<file path="src/rtl/io_dbg_master.sv">
// Byte-stream debug initiator: decodes 'W'/'R' commands into single MCS-style IO
// bus transactions and streams back the completion status or the read data.
module io_dbg_master #(
  parameter int unsigned TIMEOUT = 255,
  parameter int unsigned RX_GAP  = 100_000
) (
  input  logic        clk,
  input  logic        reset,
  input  logic [7:0]  rx_byte,
  input  logic        rx_valid,
  output logic [7:0]  tx_byte,
  output logic        tx_valid,
  input  logic        tx_ready,
  output logic        io_addr_strobe,
  output logic        io_read_strobe,
  output logic        io_write_strobe,
  output logic [3:0]  io_byte_enable,
  output logic [31:0] io_address,
  output logic [31:0] io_write_data,
  input  logic [31:0] io_read_data,
  input  logic        io_ready,
  output logic        busy,
  output logic        drop
);

  localparam int unsigned GAP_W = (RX_GAP < 2) ? 1 : $clog2(RX_GAP);
  localparam logic [GAP_W-1:0] GAP_LAST = GAP_W'(RX_GAP - 1);
  localparam logic [7:0] WAIT_LAST = 8'(TIMEOUT);

  localparam logic [7:0] CMD_WR  = 8'h57;
  localparam logic [7:0] CMD_RD  = 8'h52;
  localparam logic [7:0] RSP_OK  = 8'h4B;
  localparam logic [7:0] RSP_TMO = 8'h54;

  localparam logic [2:0] S_IDLE  = 3'd0;
  localparam logic [2:0] S_ADDR  = 3'd1;
  localparam logic [2:0] S_DATA  = 3'd2;
  localparam logic [2:0] S_ISSUE = 3'd3;
  localparam logic [2:0] S_WAIT  = 3'd4;
  localparam logic [2:0] S_SEND  = 3'd5;

  logic [2:0]       state, state_nxt;
  logic [1:0]       idx, idx_nxt;
  logic [GAP_W-1:0] gap_cnt, gap_nxt;
  logic [7:0]       wait_cnt, wait_nxt;
  logic             is_write, is_write_nxt;
  logic             single, single_nxt;
  logic [31:0]      rdata, rdata_nxt;
  logic [31:0]      addr_nxt, wdata_nxt;
  logic [7:0]       tx_byte_nxt;
  logic             tx_valid_nxt;
  logic             issue;
  logic             drop_nxt;

  // Next-state and next-register values; every output register is loaded from here.
  always_comb begin
    state_nxt    = state;
    idx_nxt      = idx;
    gap_nxt      = gap_cnt;
    wait_nxt     = wait_cnt;
    is_write_nxt = is_write;
    single_nxt   = single;
    rdata_nxt    = rdata;
    addr_nxt     = io_address;
    wdata_nxt    = io_write_data;
    tx_byte_nxt  = tx_byte;
    tx_valid_nxt = tx_valid;
    issue        = 1'b0;
    drop_nxt     = rx_valid && (state == S_ISSUE || state == S_WAIT || state == S_SEND);

    case (state)
      S_IDLE: begin
        idx_nxt = 2'd0;
        gap_nxt = '0;
        if (rx_valid && (rx_byte == CMD_WR || rx_byte == CMD_RD)) begin
          is_write_nxt = (rx_byte == CMD_WR);
          state_nxt    = S_ADDR;
        end
      end

      S_ADDR, S_DATA: begin
        if (rx_valid) begin
          gap_nxt = '0;
          idx_nxt = idx + 2'd1;
          if (state == S_ADDR) addr_nxt  = {io_address[23:0], rx_byte};
          else                 wdata_nxt = {io_write_data[23:0], rx_byte};
          if (idx == 2'd3) begin
            idx_nxt = 2'd0;
            if (state == S_ADDR && is_write) begin
              state_nxt = S_DATA;
            end else begin
              state_nxt = S_ISSUE;
              issue     = 1'b1;
            end
          end
        end else if (gap_cnt == GAP_LAST) begin
          // Host went quiet mid-command: abandon the partial command.
          state_nxt = S_IDLE;
        end else begin
          gap_nxt = gap_cnt + GAP_W'(1);
        end
      end

      S_ISSUE: begin
        state_nxt = S_WAIT;
        wait_nxt  = 8'd1;
      end

      S_WAIT: begin
        if (io_ready) begin
          state_nxt    = S_SEND;
          idx_nxt      = 2'd0;
          tx_valid_nxt = 1'b1;
          single_nxt   = is_write;
          if (is_write) begin
            tx_byte_nxt = RSP_OK;
          end else begin
            tx_byte_nxt = io_read_data[31:24];
            rdata_nxt   = {io_read_data[23:0], 8'h00};
          end
        end else if (wait_cnt == WAIT_LAST) begin
          state_nxt    = S_SEND;
          idx_nxt      = 2'd0;
          tx_valid_nxt = 1'b1;
          single_nxt   = 1'b1;
          tx_byte_nxt  = RSP_TMO;
        end else begin
          wait_nxt = wait_cnt + 8'd1;
        end
      end

      S_SEND: begin
        if (tx_ready) begin
          if (single || idx == 2'd3) begin
            tx_valid_nxt = 1'b0;
            idx_nxt      = 2'd0;
            state_nxt    = S_IDLE;
          end else begin
            tx_byte_nxt = rdata[31:24];
            rdata_nxt   = {rdata[23:0], 8'h00};
            idx_nxt     = idx + 2'd1;
          end
        end
      end

      default: state_nxt = S_IDLE;
    endcase
  end

  always_ff @(posedge clk or posedge reset) begin
    if (reset) begin
      state           <= S_IDLE;
      idx             <= 2'd0;
      gap_cnt         <= '0;
      wait_cnt        <= 8'd0;
      is_write        <= 1'b0;
      single          <= 1'b0;
      rdata           <= 32'd0;
      io_address      <= 32'd0;
      io_write_data   <= 32'd0;
      tx_byte         <= 8'd0;
      tx_valid        <= 1'b0;
      io_addr_strobe  <= 1'b0;
      io_read_strobe  <= 1'b0;
      io_write_strobe <= 1'b0;
      io_byte_enable  <= 4'h0;
      busy            <= 1'b0;
      drop            <= 1'b0;
    end else begin
      state           <= state_nxt;
      idx             <= idx_nxt;
      gap_cnt         <= gap_nxt;
      wait_cnt        <= wait_nxt;
      is_write        <= is_write_nxt;
      single          <= single_nxt;
      rdata           <= rdata_nxt;
      io_address      <= addr_nxt;
      io_write_data   <= wdata_nxt;
      tx_byte         <= tx_byte_nxt;
      tx_valid        <= tx_valid_nxt;
      io_addr_strobe  <= issue;
      io_read_strobe  <= issue && !is_write;
      io_write_strobe <= issue && is_write;
      io_byte_enable  <= issue ? 4'hF : 4'h0;
      busy            <= (state_nxt != S_IDLE);
      drop            <= drop_nxt;
    end
  end

endmodule

</file>
<file path="config.mk">
export PLATFORM = sky130hd
export DESIGN_NAME = io_dbg_master
export DESIGN_NICKNAME = d
export VERILOG_FILES = /design/src/rtl/io_dbg_master.sv
export SDC_FILE = /design/constraint.sdc
export NUM_CORES = 1
export LEC_CHECK = 0
export ABC_AREA = 1
export BUFFER_PORTS_ARGS = -buffer_cell sky130_fd_sc_hd__buf_2
export CORE_MARGIN = 2
export CORE_UTILIZATION = 41
export DETAILED_ROUTE_END_ITERATION = 10
export HOLD_SLACK_MARGIN = 0.1
export SLEW_MARGIN = 20
export SYNTH_ARGS = -nofsm -noshare
export SYNTH_HDL_FRONTEND = slang
export SYNTH_SLANG_ARGS = --single-unit
export TNS_END_PERCENT = 50
</file>
<file path="constraint.sdc">
create_clock -name clk -period 6.3 [get_ports clk]
set_clock_uncertainty 0.15 [all_clocks]
set_input_delay 1.26 -clock clk [delete_from_list [all_inputs] [get_ports clk]]
set_output_delay 1.26 -clock clk [all_outputs]
set_load 0.02 [all_outputs]
</file>
==> results.md <==
- Status: complete, no violations
- H-tree depth: 4
- WL/cell: 13.0 um
- # diodes: 0
- Slew margin rel.: 0.405
- Skew-Pair Late Insertion Delay: 0.42 ns
- Vias in the first global route: 4919
- Startpoint types: primary input
- Via density: approximately 4.7
- Fraction of layout cells with a size suffix above 1: 0.243
- Synth unique cells: 34
- Synthesis warning total: 0
- Worst-path cell chain: buf_2, inv_1, nand4_1, nand2_1, nand2_1, o21ai_0
- Area after DPL: a little over 7000 sq um
- Fin crit share: 0.459
- Syn Area/Cell: a little over 8 sq um
- Post-Layout Inst Area: ~7800 sq um
- Clock tree buffer depth: 2
- Final core occ: 0.508
- Fmax: between 300 and 400 MHz
- Setup Viol. Count Final: 0
- Syn Inst Count: ~800
- Async SR Flop Fraction: 1.00
- Routed Antenna Nets: 0
- Worst path most repeated cell: nand2_1
- Critical Path RT: between 6 and 7 ns
- Setup CP Type: primary input to register
- Postcts setup bufs: 0
- Die width: around 130 um
- Commonest non-fill, non-tap cell in the layout: nand2_1
- Final setup TNS: 0 ns
- Leakage: 0.00412 uW
- Hold Path Class: register to register
- Hold_buf cts: 0
- Vias post-DR: around 5300
- Syn nets: between 800 and 900
- CP peak stage delay: roughly 0.42 ns
- Cts bufs inserted: 17
- Crit path DAT: around 3.1 ns
- Slew Viols, Final: 0
- Detailed-route DRC error count: 0
- CTS Sinks: between 100 and 150
- DPL Wire Length: between 10000 and 15000 um
- Number of flops mapped to enable cells by yosys: 0
- Register bit total from synthesis: 134
- Crit-path max FO: 16
- Synthesized area: around 6500 sq um
- Cells on worst reg2reg path: 7
- Sequential area share after synthesis: 0.519
- Initial antenna violation count: 0
- Critical Path End Type: register
- Die area: around 17000 sq um
- Slew @ Worst Pin: 0.889 ns
- IO Port Bufs: about 130
- Ys flop type: dfrtp_1
- Buf/Inv on CP: 2
- Gr usage total: 0.181
- Number of max-cap violations: 0
- Die height: between 100 and 150 um
- Commonest non-fill, non-tap cells in the layout: nand2_1 (230), dfrtp_1 (134), buf_2 (126)
- Crit path max-delay family: simple AND/OR/NAND/NOR gates
- Post_cts resized: 0
- Critical path depth: 6
- Nets: about 940
- Final hold violation count: 0
- CTS Root Cell: clkbuf_16
- Worst Hold Depth: 2
- Power per cell area: 482 nW/um^2
- Area Overhead vs Synth: 20.5%
- Total routed wirelength: around 15000 um
- RSZ-0062 raised after global routing: no
- IO Pins: roughly 130
- Worst vdd ir: about 0.22 mV
- Pre-antenna DRT Iters: 4
- DR iter-0 viols: between 300 and 400
- CTS tree: yes
- RePlAce Congestion: between 0.8 and 0.9
- Core Area: about 15000 sq um
- Initial Utilization: 0.422
- CTS clk-pin slew, worst paths: approximately 0.060 ns
- First-pass GRT wire length: ~24000 um
- Row cnt: 45
- Largest net degree at the start of global routing: between 70 and 80
- Grt ovf: 0
- Tmin final: ~2.9 ns
- Slowest cell on crit path: inv_1
cell usage after synthesis, types with 5 or more instances:
library cell / instances / area, sq um
o21ai_2: 15 / 131
nand2_1: 230 / 863
o21ai_0: 70 / 350
nor2_1: 62 / 233
mux2_2: 8 / 90.1
dfrtp_1: 134 / 3350
buf_6: 8 / 90.1
xor2_1: 5 / 43.8
o21ai_1: 7 / 35.0
nand4_1: 14 / 87.6
buf_4: 7 / 52.6
clkbuf_1: 9 / 33.8
nand2_2: 18 / 113
inv_1: 78 / 293
a21oi_1: 24 / 120
nand3_1: 48 / 240
buf_2: 10 / 50.1
cells by family (layout without fill, tap and decap cells):
family | Yosys count | in the layout | share of synthesized area
multiplexers | 8 | 8 | 0.0139
XOR/XNOR | 5 | 5 | 0.00678
AND/OR/NAND/NOR | 386 | 386 | 0.256
AO/OA/AOI/OAI | 125 | 125 | 0.111
buffers and inverters | 121 | 247 | 0.0879
flip-flops | 134 | 134 | 0.519
adder cells (fa/ha/maj) | 3 | 3 | 0.00581
worst register-to-register path: stages, from the launching register on:
cell and delay, ns:
dfrtp_1 0.44, inv_2 0.15, nand3_2 0.27, inv_2 0.29, nand2_2 0.15, inv_4 0.14, nand2_2 0.51, o21ai_0 0.42
metal layers:
layer,global-route usage,share of wire
met5,0,0
met2,0.280,0.45
met4,0.0620,0.013
met1,0.251,0.49
met3,0.0429,0.040
state kept, by name, indices dropped and copies added (netlist names):
register / count
wait_cnt: 8
io_address: 32
single: 1
busy: 1
io_byte_enable: 1
io_write_data: 32
gap_cnt: 17
idx: 2
state: 3
io_read_strobe: 1
drop: 1
rdata: 24
io_write_strobe: 1
tx_valid: 1
tx_byte: 8
is_write: 1
power by group:
part | switching (uW) | internal, uW
Sequential | 197 | 1190
Combinational | 902 | 418
Clock | 370 | 677
Total | 1470 | 2280
through the flow:
stage / hold slack [ns] / setup WS (ns) / power [uW] / std cells
floorplan: 0.299 / 1.31 / 2350 / 782
CTS: 0.325 / 3.43 / 3790 / 1119
detailed placement: 0.310 / 3.00 / 2730 / 1087
global route: 0.351 / 3.24 / 4020 / 1119
finish: 0.320 / 3.41 / 3750 / 1119
global placement: 0.305 / 3.04 / 2710 / 1087
area by class of cell:
| cell class | count | area [sq um] |
|---|---|---|
| sequential | 134 | 3350 |
| timing repair buffer | 128 | 646 |
| fill | 1550 | 7530 |
| inverter | 87 | 347 |
| tap | 211 | 264 |
| multi-input combinational | 527 | 2540 |
| clock buffer | 22 | 494 |
| clock inverter | 10 | 143 |
worst paths after layout:
check | startpoint | to | slack (ns)
hold reg to reg | tx_byte[0] | tx_byte[0] | 0.32
max in group asynchronous | reset | io_write_strobe | 3.97
setup / recovery | rx_valid | gap_cnt[13] | 3.41
setup reg to reg | state[2] | io_write_data[1] | 3.69
hold / removal | tx_byte[0] | tx_byte[0] | 0.32
min in group asynchronous | reset | io_address[24] | 0.78
(Power assumes the default switching activity.)
